`src/rtl/ramio_arbiter.sv`:
```
// Two-port arbiter in front of the shared RAM/UART/LED access port.
// Holds one latched command per access, with round-robin ties and a hang timeout.
module ramio_arbiter #(
    parameter int AddressBitWidth = 32,
    parameter int DataBitWidth    = 32,
    parameter int TimeoutCycles   = 4096,
    parameter int TimeoutBitWidth = $clog2(TimeoutCycles + 1)
) (
    input  logic                       clk,
    input  logic                       rst,
    input  logic                       i_req,
    input  logic [AddressBitWidth-1:0] i_address,
    output logic                       i_ack,
    output logic [DataBitWidth-1:0]    i_data,
    input  logic                       d_req,
    input  logic [2:0]                 d_read_type,
    input  logic [1:0]                 d_write_type,
    input  logic [AddressBitWidth-1:0] d_address,
    input  logic [DataBitWidth-1:0]    d_data_in,
    output logic                       d_ack,
    output logic [DataBitWidth-1:0]    d_data,
    output logic                       err,
    output logic                       mem_enable,
    output logic [2:0]                 mem_read_type,
    output logic [1:0]                 mem_write_type,
    output logic [AddressBitWidth-1:0] mem_address,
    output logic [DataBitWidth-1:0]    mem_data_in,
    input  logic [DataBitWidth-1:0]    mem_data_out,
    input  logic                       mem_data_out_ready,
    input  logic                       mem_busy
);

    // state  | meaning
    // IDLE   | no access; mem_* all zero, waiting for a request
    // ACTIVE | latched command driven onto mem_*, waiting for completion or timeout
    // DONE   | ack (and err on abort) high for one cycle; requests ignored
    typedef enum logic [1:0] {
        IDLE   = 2'd0,
        ACTIVE = 2'd1,
        DONE   = 2'd2
    } state_t;

    state_t state, state_next;

    logic                       grant_is_d;
    logic                       last_grant_is_d;
    logic [2:0]                 cmd_read_type;
    logic [1:0]                 cmd_write_type;
    logic [AddressBitWidth-1:0] cmd_address;
    logic [DataBitWidth-1:0]    cmd_data;
    logic [TimeoutBitWidth-1:0] timer;

    logic pick_i;
    logic pick_d;
    logic cmd_is_read;
    logic complete;
    logic timeout_hit;
    logic finish;
    logic [DataBitWidth-1:0] result;

    // Round-robin: on a tie, the port that did not go last wins.
    assign pick_i      = i_req && (!d_req || last_grant_is_d);
    assign pick_d      = d_req && (!i_req || !last_grant_is_d);
    assign cmd_is_read = (cmd_read_type != 3'b000);
    assign complete    = cmd_is_read ? (mem_data_out_ready && !mem_busy) : !mem_busy;
    assign timeout_hit = (timer == TimeoutBitWidth'(TimeoutCycles - 1));
    assign finish      = complete || timeout_hit;
    assign result      = complete ? (cmd_is_read ? mem_data_out : '0) : '1;

    always_ff @(posedge clk or posedge rst) begin
        if (rst) begin
            state <= IDLE;
        end else begin
            state <= state_next;
        end
    end

    always_comb begin
        state_next     = state;
        mem_enable     = 1'b0;
        mem_read_type  = '0;
        mem_write_type = '0;
        mem_address    = '0;
        mem_data_in    = '0;
        case (state)
            IDLE: begin
                if (pick_i || pick_d) begin
                    state_next = ACTIVE;
                end
            end
            ACTIVE: begin
                mem_enable     = 1'b1;
                mem_read_type  = cmd_read_type;
                mem_write_type = cmd_write_type;
                mem_address    = cmd_address;
                mem_data_in    = cmd_data;
                if (finish) begin
                    state_next = DONE;
                end
            end
            DONE: begin
                state_next = IDLE;
            end
            default: begin
                state_next = IDLE;
            end
        endcase
    end

    always_ff @(posedge clk or posedge rst) begin
        if (rst) begin
            grant_is_d      <= 1'b0;
            last_grant_is_d <= 1'b1;
            cmd_read_type   <= '0;
            cmd_write_type  <= '0;
            cmd_address     <= '0;
            cmd_data        <= '0;
            timer           <= '0;
        end else if (state == IDLE && (pick_i || pick_d)) begin
            grant_is_d      <= pick_d;
            last_grant_is_d <= pick_d;
            timer           <= '0;
            if (pick_d) begin
                cmd_read_type  <= d_read_type;
                cmd_write_type <= d_write_type;
                cmd_address    <= d_address;
                cmd_data       <= d_data_in;
            end else begin
                cmd_read_type  <= 3'b111;
                cmd_write_type <= 2'b00;
                cmd_address    <= i_address;
                cmd_data       <= '0;
            end
        end else if (state == ACTIVE && !finish) begin
            timer <= timer + 1'b1;
        end
    end

    // Completion beats timeout when both land on the same edge.
    always_ff @(posedge clk or posedge rst) begin
        if (rst) begin
            i_ack  <= 1'b0;
            d_ack  <= 1'b0;
            err    <= 1'b0;
            i_data <= '0;
            d_data <= '0;
        end else begin
            i_ack <= 1'b0;
            d_ack <= 1'b0;
            err   <= 1'b0;
            if (state == ACTIVE && finish) begin
                err <= !complete;
                if (grant_is_d) begin
                    d_ack  <= 1'b1;
                    d_data <= result;
                end else begin
                    i_ack  <= 1'b1;
                    i_data <= result;
                end
            end
        end
    end

endmodule
```
`config.mk`:
```
export PLATFORM = sky130hd
export DESIGN_NAME = ramio_arbiter
export DESIGN_NICKNAME = d
export VERILOG_FILES = /design/src/rtl/ramio_arbiter.sv
export SDC_FILE = /design/constraint.sdc
export NUM_CORES = 1
export LEC_CHECK = 0
export ABC_AREA = 1
export ABC_CLOCK_PERIOD_IN_PS = 5700
export BUFFER_PORTS_ARGS = -buffer_cell sky130_fd_sc_hd__buf_2
export CORE_MARGIN = 1
export CORE_UTILIZATION = 50
export DETAILED_ROUTE_END_ITERATION = 8
export HOLD_SLACK_MARGIN = 0.08
export PLACE_DENSITY = 0.93
export SETUP_SLACK_MARGIN = 0.15
export SYNTH_ARGS = -nofsm -noshare
export SYNTH_HDL_FRONTEND = slang
export SYNTH_SLANG_ARGS = --single-unit
```
`constraint.sdc`:
```
create_clock -name clk -period 5.7 [get_ports clk]
set_clock_uncertainty 0.2 [all_clocks]
set_input_delay 0.285 -clock clk [delete_from_list [all_inputs] [get_ports clk]]
set_output_delay 0.285 -clock clk [all_outputs]
set_load 0.03 [all_outputs]
```
; ---- After elaboration in Yosys (flattened, before gate mapping)
; Cells that the tools add are included.
[classes]
n_reduce_logical = 22
add_sub_neg = 1
eq_ne = 4
muxes = 22
bitwise_logic = 1
[op_table]
columns = op, count
row1 = 2-to-1 mux 32 bit, 6
row2 = 2-to-1 mux 13 bit, 2
row3 = adder 13 x 1 -> 13 bit (second input constant), 1
row4 = == test 13 x 12 -> 1 bit (second input constant), 1
row5 = 2-to-1 mux 2 bit, 4
row6 = 2-to-1 mux 1 bit, 7
row7 = logical AND 1 bit, 6
row8 = logical NOT 1 bit, 6
row9 = 2-to-1 mux 3 bit, 2
row10 = AND reduction 2 bit, 3
row11 = logical OR 1 bit, 4
row12 = != test 2 bit (second input constant), 2
row13 = one-hot mux 2 bit (2 select lines), 1
row14 = nonzero test 3 bit, 1
row15 = == test 2 x 1 -> 1 bit (second input constant), 1
row16 = logical NOT 2 bit, 1
row17 = nonzero test 2 bit, 1
row18 = inverter 1 bit, 1
[word_totals]
ff_bits = 153
word_cells = 63

; ---- Logic depth before layout (Yosys ltp)
[depth]
ltp_word = 8
ltp_mapped = 11
ltp_nobuf = 10

; ---- Least setup slack after synthesis
; No wires, ideal clock.
[synth_timing]
kind = reg2out
startpoint = reg state[1]
endpoint = out mem_address[22]
n_path_buf = 2
stages_incl_launch_ff = 6
arrival_time_ns = 1.486
path_slack_ns = 3.729
path_cell_list = dfrtp_1 nor2_4 inv_2 clkbuf_1 buf_2 nor2_1
[synth_between]
elab_chain_cells = 2
[synth_rtl]
columns = element, line_no
row1 = "start, declared", 43  ; state_t state, state_next;
row2 = "start signal, assigned", 74  ; state <= state_next;
row3 = == test 2 x 1 -> 1 bit, 85  ; case (state)
row4 = 2-to-1 mux 32 bit, 85
row5 = "end, declared", 26  ; output logic [AddressBitWidth-1:0] mem_address,
; No other way between the ends.

; ---- Final worst setup path
[layout_timing]
startpoint = reg last_grant_is_d
endpoint = reg cmd_address[20]
[layout_between]
elab_chain_cells = 5
word_cells_on_any_way = 8
cone_classes = 1 x mux / 7 x reduce/logical
[layout_rtl]
columns = element, line_no
row1 = "start, declared", 46  ; logic last_grant_is_d;
row2 = "start signal, assigned", 121  ; last_grant_is_d <= pick_d;
row3 = logical NOT 1 bit, 63  ; assign pick_d = d_req && (!i_req || !last_grant_is_d);
row4 = logical OR 1 bit, 63
row5 = logical AND 1 bit, 63
row6 = logical OR 1 bit, 119  ; end else if (state == IDLE && (pick_i || pick_d)) begin
row7 = logical AND 1 bit, 119
row8 = "end signal, assigned", 126  ; cmd_address <= d_address;
row9 = "end signal, assigned", 131  ; cmd_address <= i_address;
row10 = "end, declared", 49  ; logic [AddressBitWidth-1:0] cmd_address;
; Several ways; a longest one is shown, not always the timed one.
; A chain may end at the register's enable or synchronous reset.

==> results.json <==
{
  "ys.flop_type": "dfrtp_1",
  "cts_made_buffers": 17,
  "required_ns": 5.81,
  "hpwl_um": 13100,
  "start_kind": "flip-flop",
  "timing_hold_violations_final": 0,
  "gp_congestion": 0.832,
  "fp-row-count": 43,
  "core_mm2": 0.0141,
  "period_minus_slack_ns": 3.83,
  "postCtsHoldBufs": 119,
  "initial_core_util_pct": 52.1,
  "fin_crit_sh_pct": 67.2,
  "critPathTopFamily": "simple AND/OR/NAND/NOR gates",
  "grt_pass1_vias": 7860,
  "pwr-share-seq_pct": 30.2,
  "vias": 8143,
  "tritoncts": "built",
  "max_stage_delay_ns": 1.00,
  "route.detailed.wl_per_inst_um": 16.6,
  "cp-end-kind": "flip-flop",
  "p_clk_share_pct": 18.2,
  "tightest_slew_ns": 1.15,
  "max_clock_freq_mhz": 261,
  "ios": 276,
  "drive_above_1_share_pct": 26.4,
  "leakage_nw": 5.60,
  "pwr-share-comb_pct": 51.6,
  "clockBufferDepth": 2,
  "slew_violations": 0,
  "yosys.cell_types.count": 30,
  "critPathKind": "flip-flop to flip-flop",
  "postLayoutCoreUtil_pct": 73.7,
  "muxShareOfSynthArea_pct": 0,
  "syn_area_per_cell_um2": 8.05,
  "final_cells": 1459,
  "synthXorXnorAreaFrac_pct": 0.832,
  "worstPathArrival_ns": 3.94,
  "outcome": "completed",
  "syn2layout_area_growth_pct": 41.6,
  "ant_nets": 0,
  "synth_area_mm2": 0.00737,
  "totalWireLength_um": 24200,
  "crit_chain": "nand2_1, nand2_1, o21ai_0, o22ai_1, dlygate4sd3_1",
  "slowest_stage": "nand2_1",
  "grt_usage_pct": 31.8,
  "synth-simple-area-share_pct": 27.4,
  "cts.sinks": 153,
  "place.port_buffers": 275,
  "maxCapViolCount": 0,
  "drt_iter0_markers": 915,
  "cts.repair.resized": 0,
  "swShare_pct": 48.2,
  "drt_first_pass_iters": 6,
  "grt_max_degree": 98,
  "p_per_area_mw_per_mm2": 560,
  "synth_top_family_by_area": "simple AND/OR/NAND/NOR gates",
  "worstSkewPairLatency_ns": 0.42,
  "post_cts_buffers": 0,
  "synth_compound_area_share_pct": 9.98,
  "intPower_mw": 3.03,
  "critPathMostFrequentCell": "nand2_1",
  "die_x_um": 123,
  "hold_class": "input port to flip-flop",
  "clkTransAtPathRegs_ns": 0.06,
  "crit_buf_inv": 1,
  "whs_ns": 0.0948,
  "setup_tns_ns": 0,
  "grt_first_pass_wirelength_um": 37200,
  "yosysSeqAreaShare_pct": 52.0,
  "synth_cells": 915,
  "slew_headroom_pct": 23.1,
  "die_y_um": 123,
  "async_flop_share_pct": 100,
  "grt_antenna_before_repair": 1,
  "syn_nets": 1055,
  "yosysWarningCount": 0,
  "synthAdderAreaFrac_pct": 0.170,
  "setup_viol": 0,
  "synth_edf_count": 0,
  "switchingPower_mw": 2.82,
  "h-tree-depth": 4,
  "overflow": 0,
  "root_buffer": "clkbuf_16",
  "die_area_mm2": 0.0152,
  "cp_max_fo": 33,
  "avgViaCountPerCell": 5.58,
  "nNetsFinal": 1405,
  "yosys_register_bits": 153,
  "place_inst": 1307,
  "rsz0062_at_grt": "no",
  "remaining_drc_errors": 0,
  "ir_worst_vdd_uv": 334
}
-- path summary, 6_finish.rpt --
kind | startpoint | end | slack [ns] | depth (start not counted)
hold reg to reg | d_data[7] | d_data[7] | 0.27 | 2
hold / removal | mem_data_out[9] | d_data[9] | 0.09 | 5
setup / recovery | last_grant_is_d | cmd_address[20] | 1.87 | 5
min in group asynchronous | rst | d_data[21] | 0.38 | 3
setup reg to reg | last_grant_is_d | cmd_address[20] | 1.87 | 5
max in group asynchronous | rst | timer[1] | 3.60 | 4
-- cell usage after synthesis (all sizes together), types with 2 or more instances --
library cell / n / area, um^2
xor2: 5 / 43.8
a21oi: 35 / 175
o21bai: 2 / 15.0
inv: 92 / 345
nor2: 82 / 325
nand3: 53 / 305
clkbuf: 34 / 128
xnor2: 2 / 17.5
o22ai: 32 / 200
o21ai: 69 / 345
dfrtp: 152 / 3800
buf: 37 / 231
nand4: 64 / 400
nor3: 3 / 20.0
nand2: 250 / 970
-- layout by cell type (no fill, tap or decap), types with 3 or more instances in the layout --
master	netlist	layout
clkinvlp_4	0	4
nand3_1	48	48
nor2_1	79	79
dfrtp_1	152	152
clkbuf_16	0	17
o22ai_1	32	32
o21ai_1	9	9
nand3_2	3	3
buf_4	0	8
nand2_2	3	3
inv_6	0	6
clkinv_4	0	4
inv_2	6	6
o21ai_0	60	60
nand4_1	64	64
a21oi_1	35	35
buf_2	31	275
inv_1	86	85
nand2_1	245	245
dlygate4sd3_1	0	119
xor2_1	5	5
-- metal layers --
layer,track usage (%),wire (um)
met1,36.7,9020
met2,54.4,11900
met5,0,0
met4,17.2,1280
met3,7.89,2080
-- per-stage QoR --
stage / worst slack [ns] / total power, mW / instance area [um^2]
final: 1.87 / 5.84 / 10400
after global routing: 1.61 / 6.17 / 10400
after CTS: 2.13 / 5.75 / 10400
after detailed placement: 2.21 / 4.43 / 8680
after global placement: 2.23 / 4.36 / 8680
after floorplan: 1.10 / 3.69 / 7370
-- cells by family (layout without fill, tap and decap cells) --
logic type / Yosys count / count (layout)
other: 0 / 1
xor gates and xnor gates: 7 / 7
AOI/OAI and AO/OA: 138 / 138
DFF: 153 / 153
adders and majority gates: 1 / 1
and+or+nand+nor: 452 / 452
buffers and inverters: 164 / 527
-- layout make-up --
class / instances / area (um^2)
sequential: 153 / 3830
fill: 926 / 3720
multi-input combinational: 598 / 2830
timing repair buffer: 402 / 2630
clock buffer: 17 / 425
inverter: 93 / 354
tap: 180 / 225
clock inverter: 15 / 136
antenna: 1 / 2.50
-- registers in the layout (all words and copies together), names as in the netlist, 2 cells and up --
register / count
i_data: 32
cmd_read_type: 3
cmd_write_type: 2
cmd_data: 32
cmd_address: 32
state: 2
timer: 13
d_data: 32
-- power groups by stage --
stage / logic, mW / registers, mW / clock network (mW)
6_report: 3.02 / 1.76 / 1.06
5_1_grt: 3.24 / 1.81 / 1.13
4_1_cts: 2.92 / 1.75 / 1.07
3_5_place_dp: 2.67 / 1.76 / 0
3_3_place_gp: 2.61 / 1.75 / 0
2_1_floorplan: 1.48 / 2.21 / 0
-- worst register-to-register path, stage by stage (launching register included) --
cell	delay (ns)
dfstp_2	0.37
nand2_1	0.83
nand2_1	1.00
o21ai_0	0.57
o22ai_1	0.14
dlygate4sd3_1	0.61
No activity file was read; power rests on OpenSTA's default activity.
